==> src/rtl/ex_div_unit_pkg.sv <==
// Shared types and constants for the EX-stage iterative divider.
package ex_div_unit_pkg;

    // Operand width of the divider; the result bus is twice this wide.
    localparam int DIV_WIDTH = 32;

    // FSM encodings shared with the rest of the EX stage.
    typedef enum logic [1:0] {
        DIV_IDLE   = 2'b00,
        DIV_BYZERO = 2'b01,
        DIV_BUSY   = 2'b10,
        DIV_DONE   = 2'b11
    } div_state_e;

endpackage : ex_div_unit_pkg

==> src/rtl/ex_div_unit_step.sv <==
// One radix-2 restoring-division iteration: shift in the next dividend bit,
// compare against the divisor, and subtract when it fits.
module ex_div_unit_step #(
    parameter int WIDTH = 32
) (
    input  logic [WIDTH-1:0] rem_i,
    input  logic             dvd_msb_i,
    input  logic [WIDTH-1:0] dvs_i,
    output logic [WIDTH-1:0] rem_o,
    output logic             qbit_o
);

    // Shifted partial remainder is one bit wider so the compare never overflows.
    logic [WIDTH:0] shifted_s;

    // Shift-compare-subtract; the difference is always below the divisor, so it fits in WIDTH bits.
    always_comb begin
        shifted_s = {rem_i, dvd_msb_i};
        rem_o     = shifted_s[WIDTH-1:0];
        qbit_o    = 1'b0;
        if (shifted_s >= {1'b0, dvs_i}) begin
            rem_o  = shifted_s[WIDTH-1:0] - dvs_i;
            qbit_o = 1'b1;
        end else begin
            rem_o  = shifted_s[WIDTH-1:0];
            qbit_o = 1'b0;
        end
    end

endmodule : ex_div_unit_step

==> src/rtl/ex_div_unit.sv <==
// EX-stage DIV/DIVU unit: 32-iteration radix-2 divider that stalls the front
// of the pipeline while running and pulses ready with {HI, LO} when done.
module ex_div_unit
    import ex_div_unit_pkg::*;
#(
    parameter int WIDTH = DIV_WIDTH
) (
    input  logic               clk_i,
    input  logic               rst_i,
    input  logic               start_i,
    input  logic               signed_div_i,
    input  logic [WIDTH-1:0]   opdata1_i,
    input  logic [WIDTH-1:0]   opdata2_i,
    input  logic               annul_i,
    output logic [2*WIDTH-1:0] result_o,
    output logic               ready_o,
    output logic               stallreq_o
);

    localparam int               CNT_W    = $clog2(WIDTH);
    localparam logic [CNT_W-1:0] CNT_LAST = CNT_W'(WIDTH - 1);
    localparam logic [CNT_W-1:0] CNT_ONE  = CNT_W'(1);
    localparam logic [WIDTH-1:0] ONE_W    = WIDTH'(1);
    localparam logic [WIDTH-1:0] ZERO_W   = WIDTH'(0);

    div_state_e         state_q, state_d;
    logic [CNT_W-1:0]   cnt_q, cnt_d;
    logic [WIDTH-1:0]   dvs_q, dvs_d;       // divisor magnitude
    logic [WIDTH-1:0]   quo_q, quo_d;       // dividend bits shifting out, quotient bits shifting in
    logic [WIDTH-1:0]   rem_q, rem_d;       // partial remainder
    logic               neg_quo_q, neg_quo_d;
    logic               neg_rem_q, neg_rem_d;
    logic [2*WIDTH-1:0] result_q, result_d;
    logic               ready_q, ready_d;

    logic [WIDTH-1:0]   mag_a_s, mag_b_s;
    logic [WIDTH-1:0]   step_rem_s;
    logic               step_qbit_s;
    logic [WIDTH-1:0]   final_quo_s, final_rem_s;
    logic [WIDTH-1:0]   fixed_quo_s, fixed_rem_s;

    ex_div_unit_step #(.WIDTH(WIDTH)) u_step (
        .rem_i     (rem_q),
        .dvd_msb_i (quo_q[WIDTH-1]),
        .dvs_i     (dvs_q),
        .rem_o     (step_rem_s),
        .qbit_o    (step_qbit_s)
    );

    // Operand magnitudes and the sign fix-up applied on the final iteration.
    always_comb begin
        mag_a_s     = opdata1_i;
        mag_b_s     = opdata2_i;
        final_quo_s = {quo_q[WIDTH-2:0], step_qbit_s};
        final_rem_s = step_rem_s;
        fixed_quo_s = final_quo_s;
        fixed_rem_s = final_rem_s;
        if (signed_div_i && opdata1_i[WIDTH-1]) begin
            mag_a_s = ~opdata1_i + ONE_W;
        end else begin
            mag_a_s = opdata1_i;
        end
        if (signed_div_i && opdata2_i[WIDTH-1]) begin
            mag_b_s = ~opdata2_i + ONE_W;
        end else begin
            mag_b_s = opdata2_i;
        end
        if (neg_quo_q) begin
            fixed_quo_s = ~final_quo_s + ONE_W;
        end else begin
            fixed_quo_s = final_quo_s;
        end
        if (neg_rem_q) begin
            fixed_rem_s = ~final_rem_s + ONE_W;
        end else begin
            fixed_rem_s = final_rem_s;
        end
    end

    // Next-state logic: operand capture, iteration, completion and annul handling.
    always_comb begin
        state_d   = state_q;
        cnt_d     = cnt_q;
        dvs_d     = dvs_q;
        quo_d     = quo_q;
        rem_d     = rem_q;
        neg_quo_d = neg_quo_q;
        neg_rem_d = neg_rem_q;
        result_d  = result_q;
        ready_d   = 1'b0;
        case (state_q)
            DIV_IDLE: begin
                if (start_i && !annul_i) begin
                    if (opdata2_i == ZERO_W) begin
                        state_d = DIV_BYZERO;
                    end else begin
                        state_d   = DIV_BUSY;
                        dvs_d     = mag_b_s;
                        quo_d     = mag_a_s;
                        rem_d     = ZERO_W;
                        cnt_d     = {CNT_W{1'b0}};
                        neg_quo_d = signed_div_i & (opdata1_i[WIDTH-1] ^ opdata2_i[WIDTH-1]);
                        neg_rem_d = signed_div_i & opdata1_i[WIDTH-1];
                    end
                end else begin
                    state_d = DIV_IDLE;
                end
            end
            DIV_BYZERO: begin
                if (annul_i) begin
                    state_d = DIV_IDLE;
                end else begin
                    state_d  = DIV_DONE;
                    result_d = {2*WIDTH{1'b0}};
                    ready_d  = 1'b1;
                end
            end
            DIV_BUSY: begin
                if (annul_i) begin
                    state_d = DIV_IDLE;
                end else begin
                    rem_d = step_rem_s;
                    quo_d = final_quo_s;
                    cnt_d = cnt_q + CNT_ONE;
                    if (cnt_q == CNT_LAST) begin
                        state_d  = DIV_DONE;
                        result_d = {fixed_rem_s, fixed_quo_s};
                        ready_d  = 1'b1;
                    end else begin
                        state_d = DIV_BUSY;
                    end
                end
            end
            DIV_DONE: begin
                state_d = DIV_IDLE;
            end
            default: begin
                state_d = DIV_IDLE;
            end
        endcase
    end

    // State and datapath registers with synchronous reset.
    always_ff @(posedge clk_i) begin
        if (rst_i) begin
            state_q   <= DIV_IDLE;
            cnt_q     <= {CNT_W{1'b0}};
            dvs_q     <= ZERO_W;
            quo_q     <= ZERO_W;
            rem_q     <= ZERO_W;
            neg_quo_q <= 1'b0;
            neg_rem_q <= 1'b0;
            result_q  <= {2*WIDTH{1'b0}};
            ready_q   <= 1'b0;
        end else begin
            state_q   <= state_d;
            cnt_q     <= cnt_d;
            dvs_q     <= dvs_d;
            quo_q     <= quo_d;
            rem_q     <= rem_d;
            neg_quo_q <= neg_quo_d;
            neg_rem_q <= neg_rem_d;
            result_q  <= result_d;
            ready_q   <= ready_d;
        end
    end

    assign result_o   = result_q;
    assign ready_o    = ready_q;
    assign stallreq_o = start_i & ~ready_q & ~annul_i;

endmodule : ex_div_unit

==> config.mk <==
export PLATFORM = sky130hd
export DESIGN_NAME = ex_div_unit
export DESIGN_NICKNAME = d
export VERILOG_FILES = /design/src/rtl/ex_div_unit_pkg.sv /design/src/rtl/ex_div_unit_step.sv /design/src/rtl/ex_div_unit.sv
export SDC_FILE = /design/constraint.sdc
export NUM_CORES = 1
export LEC_CHECK = 0
export ABC_AREA = 0
export CAP_MARGIN = 20
export CORE_UTILIZATION = 56
export CTS_CLUSTER_DIAMETER = 100
export DETAILED_ROUTE_END_ITERATION = 10
export PLACE_DENSITY = 0.83
export REMOVE_ABC_BUFFERS = 1
export SYNTH_ARGS = -nofsm -noshare
export SYNTH_HDL_FRONTEND = slang
export SYNTH_SLANG_ARGS = --single-unit
export TNS_END_PERCENT = 10
==> constraint.sdc <==
create_clock -name clk_i -period 7.5 [get_ports clk_i]
set_input_delay 1.125 -clock clk_i [delete_from_list [all_inputs] [get_ports clk_i]]
set_output_delay 1.125 -clock clk_i [all_outputs]
set_load 0.02 [all_outputs]
# Word level (Yosys, flattened, before mapping)
# Index checks and enable logic that the tools add are counted.
# classes
addsub,6
order_cmp,1
shift,0
n_eq_ne,9
mul,0
n_reduce_logical,11
div_mod_pow,0
bitwise_logic,12
mux,32
# op_table
operator,count
$mux W32,11
$mux W64,3
$add A32 B1 Y32 const B,4
$not A32 Y32,4
$pmux W32 S2,2
$pmux W64 S2,1
$ge A33 B32 Y1,1
$logic_not A32 Y1,1
$sub A32 B32 Y32,1
$mux W5,3
$ne A2 B2 Y1 const B,5
$pmux W5 S2,1
$mux W2,4
$pmux W2 S4,1
$reduce_and A4 Y1,2
$add A5 B1 Y5 const B,1
$eq A5 B5 Y1 const B,1
$mux W1,5
$and A1 B1 Y1,4
$eq A2 B2 Y1 const B,2
$reduce_bool A2 Y1,2
$logic_and A1 B1 Y1,3
$not A1 Y1,3
$reduce_and A3 Y1,1
5 further kinds,5
# totals
mem_bits_rw,0
latchBits,0
register_bits,170
input_bits,69
wordCells,80
memories,0
output_inout_bits,66
romBits,0

# Logic depth before layout (Yosys ltp)
# Gate-level depths: netlist of run 1.
# depth
word_depth,8
depth_mapped,26
mapped_depth_nobuf,20

# By module
# A second synthesis of run 1 with hierarchy kept.
# hier_totals
hier_cells,1447
area_unflattened_um2,11367.2
# modules_own_cells
module,n_inst,cells_each,seq_area_each_um2,area_each_um2
ex_div_unit,1,1124,3403.3,9036.2
ex_div_unit_step,1,323,0.0,2331.0

# Worst setup path after synthesis of run 1
# No wires, ideal clock.
# synth_timing
path_type,reg-to-reg
start,register dvs_q[8]
end,register result_q[62] (netlist: result_o[62])
synth_period_minus_slack_ps,5211
path_slack_ps,2289
arrival_ps,5094
stages_incl_launch_ff,26
path_buffers,6
path_cell_list,dfxtp_1 -> inv_1 -> ha_1 -> clkbuf_1 -> nand2_1 -> o21ai_1 -> a21oi_1 -> o221ai_1 -> or2_1 -> buf_6 -> buf_2 -> buf_2 -> buf_1 -> clkbuf_1 -> a21oi_1 -> inv_1 -> ha_1 -> inv_1 -> a211oi_1 -> o211ai_1 -> nor4b_2 -> a32oi_1 -> or4b_4 -> o41ai_2 -> xnor2_1 -> a22o_1
# synth_between
elab_chain_len,8
word_cells_on_any_way,9
classes_between,add/sub: 2; order compare: 1; mux: 5; bitwise: 1
# synth_rtl
item,line,source
start: declaration,ex_div_unit.sv:28,"logic [WIDTH-1:0] dvs_q, dvs_d;"
start signal: assignment,ex_div_unit.sv:158,dvs_q <= dvs_d;
$sub A32 B32 Y32 or $ge A33 B32 Y1 (tied branches),"ex_div_unit_step.sv:22, ex_div_unit_step.sv:21",
$mux W32 *,ex_div_unit_step.sv:21,"if (shifted_s >= {1'b0, dvs_i}) begin"
$not A32 Y32,ex_div_unit.sv:74,fixed_rem_s = ~final_rem_s + ONE_W;
$add A32 B1 Y32,ex_div_unit.sv:74,
$mux W32 *,ex_div_unit.sv:73,if (neg_rem_q) begin
$mux W64 *,ex_div_unit.sv:125,if (cnt_q == CNT_LAST) begin
$mux W64 *,ex_div_unit.sv:119,if (annul_i) begin
$pmux W64 S2 *,ex_div_unit.sv:91,case (state_q)
end signal: assignment,ex_div_unit.sv:153,result_q <= {2*WIDTH{1'b0}};
end signal: assignment,ex_div_unit.sv:163,result_q <= result_d;
end: declaration,ex_div_unit.sv:33,"logic [2*WIDTH-1:0] result_q, result_d;"
# Mark *: on every way between the ends. The rest lies on a longest branch, timed or not. The select of a mux whose other input is x is not followed.
# A chain may end at the register's enable or synchronous reset.

# Worst setup path in the final report of run 1
# layout_timing
start,register rem_q[13]
end,register result_q[62] (netlist: result_o[62])
# layout_between
elab_chain_len,8
word_cells_on_any_way,9
classes_between,add/sub: 2; order compare: 1; mux: 5; bitwise: 1
# layout_rtl
item,line,source
start: declaration,ex_div_unit.sv:30,"logic [WIDTH-1:0] rem_q, rem_d;"
start signal: assignment,ex_div_unit.sv:160,rem_q <= rem_d;
$sub A32 B32 Y32 or $ge A33 B32 Y1 (tied branches),"ex_div_unit_step.sv:22, ex_div_unit_step.sv:21",
$mux W32 *,ex_div_unit_step.sv:21,
$not A32 Y32,ex_div_unit.sv:74,
$add A32 B1 Y32,ex_div_unit.sv:74,
$mux W32 *,ex_div_unit.sv:73,
$mux W64 *,ex_div_unit.sv:125,
$mux W64 *,ex_div_unit.sv:119,
$pmux W64 S2 *,ex_div_unit.sv:91,
# Marks and branches as above.

==> results of run 1 <==
==> flip-flops by register name (all words and copies together), names as in the netlist <==
name	cells
cnt_q	5
dvs_q	32
neg_quo_q	1
neg_rem_q	1
quo_q	32
ready_o	1
rem_q	32
result_o	64
state_q	2
==> stage by stage <==
stage,power (mW),setup WS (ns)
2_1_floorplan,1.31,2.24
3_3_place_gp,1.49,2.45
3_5_place_dp,1.49,2.27
4_1_cts,2.38,2.21
5_1_grt,2.49,1.59
6_report,2.39,2.05
==> power by group <==
group          leakage [nW]  internal, mW  switching, mW
Combinational          3.47         0.205          0.333
Clock                 0.279         0.472          0.424
Sequential             1.38         0.929         0.0262
Total                  5.13          1.61          0.783
==> path summary, 6_finish.rpt <==
kind         startpoint  slack [ns]            to
min reg2reg   dvs_q[31]        0.46     dvs_q[31]
max reg2reg   rem_q[13]        2.05  result_o[62]
min           dvs_q[31]        0.46     dvs_q[31]
max           rem_q[13]        2.05  result_o[62]
==> metal layers <==
| metal | global-route usage (%) | part of all wire, % |
|---|---|---|
| met5 | 0 | 0 |
| met2 | 52.7 | 47 |
| met1 | 42.2 | 44 |
| met3 | 4.91 | 5.5 |
| met4 | 13.5 | 3.6 |
==> tightest hold or removal path, stage by stage (launching register included) <==
cell     delay (ns)
dfxtp_1        0.31
nand2_1        0.05
a21oi_1        0.05
==> cells in the mapped netlist, types with 20 or more instances <==
| master | n |
|---|---|
| a22oi_1 | 70 |
| xnor2_1 | 95 |
| nor2_1 | 193 |
| a21oi_1 | 119 |
| o21ai_0 | 98 |
| nand2_1 | 209 |
| a211oi_1 | 39 |
| nor3_1 | 35 |
| xor2_1 | 45 |
| clkbuf_1 | 78 |
| inv_1 | 61 |
| a22o_1 | 20 |
| dfxtp_1 | 170 |
| nand3_1 | 23 |
| ha_1 | 42 |
==> final cells by class <==
| class | instances | area, sq um | area share (%) |
|---|---|---|---|
| inverters | 62 | 238 | 1.74 |
| multi-input cells | 1222 | 7520 | 55.2 |
| clock inverters | 14 | 159 | 1.17 |
| flip-flops and latches | 170 | 3400 | 25.0 |
| repair buffers | 151 | 1550 | 11.3 |
| well taps | 270 | 338 | 2.48 |
| clock buffers | 18 | 429 | 3.15 |
==> kinds of logic after synthesis <==
family / count (synthesis) / share of synthesized area, %
XOR/XNOR: 140 / 10.7
multiplexers: 11 / 0.969
AND/OR/NAND/NOR: 576 / 23.1
flip-flops: 170 / 29.6
adder cells (fa/ha/maj): 43 / 4.75
AO/OA/AOI/OAI: 452 / 25.7
buffers and inverters: 153 / 5.25
==> flow_summary_export.csv, run 1 <==
group,metric,value,unit
layout,layout.cells.most_common,"nand2_1",
critical_path,worstSetupPathType,"reg2reg",
critical_path,max_stage_delay,0.70,ns
clock_tree,path_clk_slew,0.07,ns
timing,period_needed,5.45,ns
drt,routed_wl,34300,um
critical_path,rr_worst_depth,17,
power,irDropWorstVdd,0.146,mV
clock_tree,numCtsBuffers,17,
critical_path,worst_setup_path_start_kind,"register",
clock_tree,cts.sinks,170,
synthesis,yosys.cell_types.count,82,
outcome,status,"complete, no violations",
synthesis,ys_seq_elements,170,
floorplan,dieArea,0.0211,sq mm
layout,layout_common_cells,"nand2_1 (208), nor2_1 (192), dfxtp_1 (170)",
synthesis,synth_ff_type,"dfxtp_1",
power,p_per_area,175,mW/mm^2
layout,postLayoutCellArea,0.0136,sq mm
critical_path,required,7.83,ns
clock_tree,postCtsHoldBufs,0,
global_routing,antenna_found_initial,0,
critical_path,cp_max_fo,8,
global_routing,grt_pass1_vias,10931,
synthesis,syn_inst,1545,
global_routing,grt_first_pass_wirelength,55300,um
critical_path,slowest_stage,"o221ai_1",
clock_tree,clockRootBuffer,"clkbuf_16",
timing,hold_ws,0.459,ns
layout,fin_cells,1907,
layout,drive_gt1_share,5.07,%
global_routing,grt_max_degree,73,
floorplan,rows,52,
timing,slew_violations,0,
clock_tree,clk_latency,0.45,ns
drt,ant_nets,0,
critical_path,cp.depth,17,
placement,hpwlAfterDp,24900,um
synthesis,synth.top_cell.area_share,29.6,%
timing,setup_tns,0,ns
layout,n_antenna_cell,0,
timing,rsz0062_at_grt,"no",
layout,final_util,67.6,%
drt,vias_per_cell,6.05,
timing,fin_worst_skew,0.0136,ns
timing,setup_viol,0,
drt,dr.first_iter.drc_count,857,
critical_path,cp_cell_sequence,"ha_1 > a21oi_1 > o21ai_0 > nand2_1 > o221ai_1 > or2_2 > mux2i_1 > ha_1 > inv_1 > a211oi_1 > o211ai_1 > nor4b_2 > a32oi_1 > or4b_4 > o41ai_2 > xnor2_1 > a22o_1",
synthesis,yosys.area.top_type,"dfxtp_1",
floorplan,core,0.0202,sq mm
layout,nNetsFinal,1736,
timing,max_slew.worst_pin.slew,0.852,ns
layout,fill_cells,1728,
clock_tree,cts_max_level,4,
placement,place_inst,1871,
layout,syn2layout_area_growth,18.6,%
worst_hold_path,hold_class,"reg2reg",
global_routing,overflow,0,
timing,max_freq,183,MHz
floorplan,ios,135,
drt,firstDrtPassIters,7,
job,cap_violations,0,
critical_path,cp_top_family,"compound AO/OA/AOI/OAI gates",
critical_path,end_kind,"register",
power,p_leak,5.13,nW
worst_hold_path,worst_hold_path.num_cells,2,
floorplan,initial_core_util,57.0,%
clock_tree,post_cts_resized,0,
placement,gp_congestion,0.993,
timing,slew_headroom,43.2,%
drt,vias,11538,
timing,min_period_over_period,72.7,%
timing,hold_viol_final,0,
synthesis,synthTopCellsByArea,"dfxtp_1 (30%), xnor2_1 (7.2%), nand2_1 (6.8%)",
critical_path,crit_arrival,5.78,ns
synthesis,async_flop_share,0,%
placement,numPortBuffers,134,
clock_tree,cts_buffer_depth,2,
drt,drcViolationCount,0,
synthesis,syn_area,0.0115,sq mm
floorplan,die_h,145,um
synthesis,synth-seq-area-share,29.6,%
synthesis,syn_area_per_cell,7.44,sq um
global_routing,grt_usage,32.2,%
clock_tree,postCtsSetupBuffers,0,
critical_path,worst_path_most_repeated_cell,"ha_1",
clock_tree,cts_tree,"yes",
synthesis,ys.warnings.count,0,
placement,postPlaceCellArea,0.0129,sq mm
critical_path,path_buf_inv,1,
drt,wl_per_cell,18.0,um
floorplan,die_w,145,um
synthesis,synth_edf_count,0,
(Power assumes the default switching activity.)
==> run 2: changes to the inputs <==
==> constraint.sdc (replaced) <==
create_clock -name clk_i -period 5.6 [get_ports clk_i]
set_input_delay 0.84 -clock clk_i [delete_from_list [all_inputs] [get_ports clk_i]]
set_output_delay 0.84 -clock clk_i [all_outputs]
set_load 0.02 [all_outputs]
==> flow_summary_export.csv, run 2 (same netlist as run 1, synthesis figures left out) <==
group,metric,value,unit
global_routing,overflow,0,
critical_path,cp_max_fo,9,
clock_tree,postCtsSetupBuffers,0,
worst_hold_path,hold_class,"reg2reg",
floorplan,die_w,145,um
critical_path,crit_arrival,5.41,ns
timing,fin_worst_skew,0.0116,ns
clock_tree,post_cts_resized,0,
clock_tree,cts_max_level,4,
timing,max_slew.worst_pin.slew,1.09,ns
drt,drcViolationCount,0,
layout,layout_common_cells,"nand2_1 (208), nor2_1 (192), dfxtp_1 (170)",
layout,fill_cells,1738,
clock_tree,path_clk_slew,0.07,ns
clock_tree,clockRootBuffer,"clkbuf_16",
clock_tree,cts_tree,"yes",
timing,hold_ws,0.454,ns
floorplan,dieArea,0.0211,sq mm
timing,rsz0062_at_grt,"no",
outcome,status,"complete, no violations",
timing,hold_viol_final,0,
timing,setup_tns,0,ns
global_routing,antenna_found_initial,0,
critical_path,worst_setup_path_start_kind,"register",
global_routing,grt_first_pass_wirelength,57100,um
critical_path,r2r_slack,0.52,ns
global_routing,grt_pass1_vias,11006,
drt,firstDrtPassIters,6,
global_routing,grt_usage,33.6,%
layout,drive_gt1_share,5.70,%
floorplan,die_h,145,um
drt,wl_per_cell,18.4,um
clock_tree,postCtsHoldBufs,0,
clock_tree,clk_latency,0.44,ns
drt,dr.first_iter.drc_count,984,
worst_hold_path,worst_hold_path.num_cells,2,
floorplan,rows,52,
clock_tree,cts_buffer_depth,2,
layout,syn2layout_area_growth,18.9,%
drt,ant_nets,0,
layout,largest_reg_flops,64,
placement,gp_congestion,0.968,
critical_path,startpoint,"dvs_q[18]",
drt,routed_wl,35300,um
timing,min_period_over_period,90.7,%
critical_path,worstSetupPathType,"reg2reg",
floorplan,core,0.0202,sq mm
layout,layout.cells.most_common,"nand2_1",
floorplan,initial_core_util,57.0,%
critical_path,crit_end,"result_o[62]",
clock_tree,cts.sinks,170,
power,p_total,3.17,mW
layout,nNetsFinal,1747,
floorplan,ios,135,
clock_tree,numCtsBuffers,17,
power,p_per_area,232,mW/mm^2
timing,max_freq,197,MHz
critical_path,r2r-end,"result_o[62]",
critical_path,required,5.93,ns
power,irDropWorstVdd,0.187,mV
critical_path,rr_worst_depth,18,
global_routing,grt_max_degree,93,
critical_path,r2r_start,"dvs_q[18]",
placement,numPortBuffers,134,
timing,period_needed,5.08,ns
placement,hpwlAfterDp,26000,um
timing,setup_viol,0,
critical_path,end_kind,"register",
drt,vias,11762,
timing,slew_headroom,27.0,%
drt,vias_per_cell,6.13,
job,cap_violations,0,
layout,n_antenna_cell,0,
timing,slew_violations,0,
power,p_leak,5.17,nW
[run 2: cell count changes in the layout (fill, tap and decap cells not counted), sizes merged]
cell,previous run,this run
bufinv,1,0
buf,18,29
clkinvlp,3,4
[run 2: through the flow]
| stage | cells | util, % | setup slack, ns | cell area, sq um |
|---|---|---|---|---|
| floorplan | 1454 | - | 0.342 | 11100 |
| global placement | 1884 | 64.8 | 0.733 | 13100 |
| detailed placement | 1884 | 64.8 | 0.584 | 13100 |
| CTS | 1916 | 67.6 | 0.557 | 13600 |
| global route | 1918 | 67.8 | 0.169 | 13700 |
| finish | 1918 | 67.8 | 0.522 | 13700 |
[run 2: metal layers]
metal	wire [um]	GRT usage (%)
met1	15400	44.2
met2	16100	54.0
met3	2360	4.78
met4	1480	16.1
met5	0	0
[run 2: final cells by class]
type / count / area (sq um) / share of cell area [%]
Sequential cell: 170 / 3400 / 24.9
Clock buffer: 18 / 429 / 3.14
Multi-Input combinational cell: 1222 / 7520 / 55.0
Timing Repair Buffer: 162 / 1610 / 11.8
Clock inverter: 14 / 134 / 0.979
Inverter: 62 / 238 / 1.74
Tap cell: 270 / 338 / 2.47
[run 2: worst min-delay path by stage]
stage | to | startpoint
2_1_floorplan | dvs_q[22] | dvs_q[22]
3_3_place_gp | dvs_q[22] | dvs_q[22]
3_5_place_dp | dvs_q[22] | dvs_q[22]
4_1_cts | dvs_q[22] | dvs_q[22]
5_1_grt | dvs_q[22] | dvs_q[22]
6_report | dvs_q[31] | dvs_q[31]
[run 2: where the power goes]
| part | total, mW | switching (mW) | leakage, nW | internal (mW) |
|---|---|---|---|---|
| sequential | 1.28 | 0.0341 | 1.38 | 1.24 |
| combinational | 0.738 | 0.455 | 3.52 | 0.283 |
| clock | 1.15 | 0.565 | 0.263 | 0.586 |
| total | 3.17 | 1.05 | 5.17 | 2.11 |
[run 2: critical path, cell delays in order (launching register included)]
cell      delay, ns
dfxtp_1        0.33
inv_1          0.04
ha_1           0.41
a21oi_1        0.29
o21ai_0        0.22
a32o_1         0.27
a2111o_1       0.34
or2_2          0.39
mux2i_1        0.26
ha_1           0.24
inv_1          0.09
a211oi_1       0.18
o211ai_1       0.14
nor4b_2        0.34
a32oi_1        0.26
or4b_4         0.63
o41ai_2        0.24
xnor2_1        0.11
a22o_1         0.21
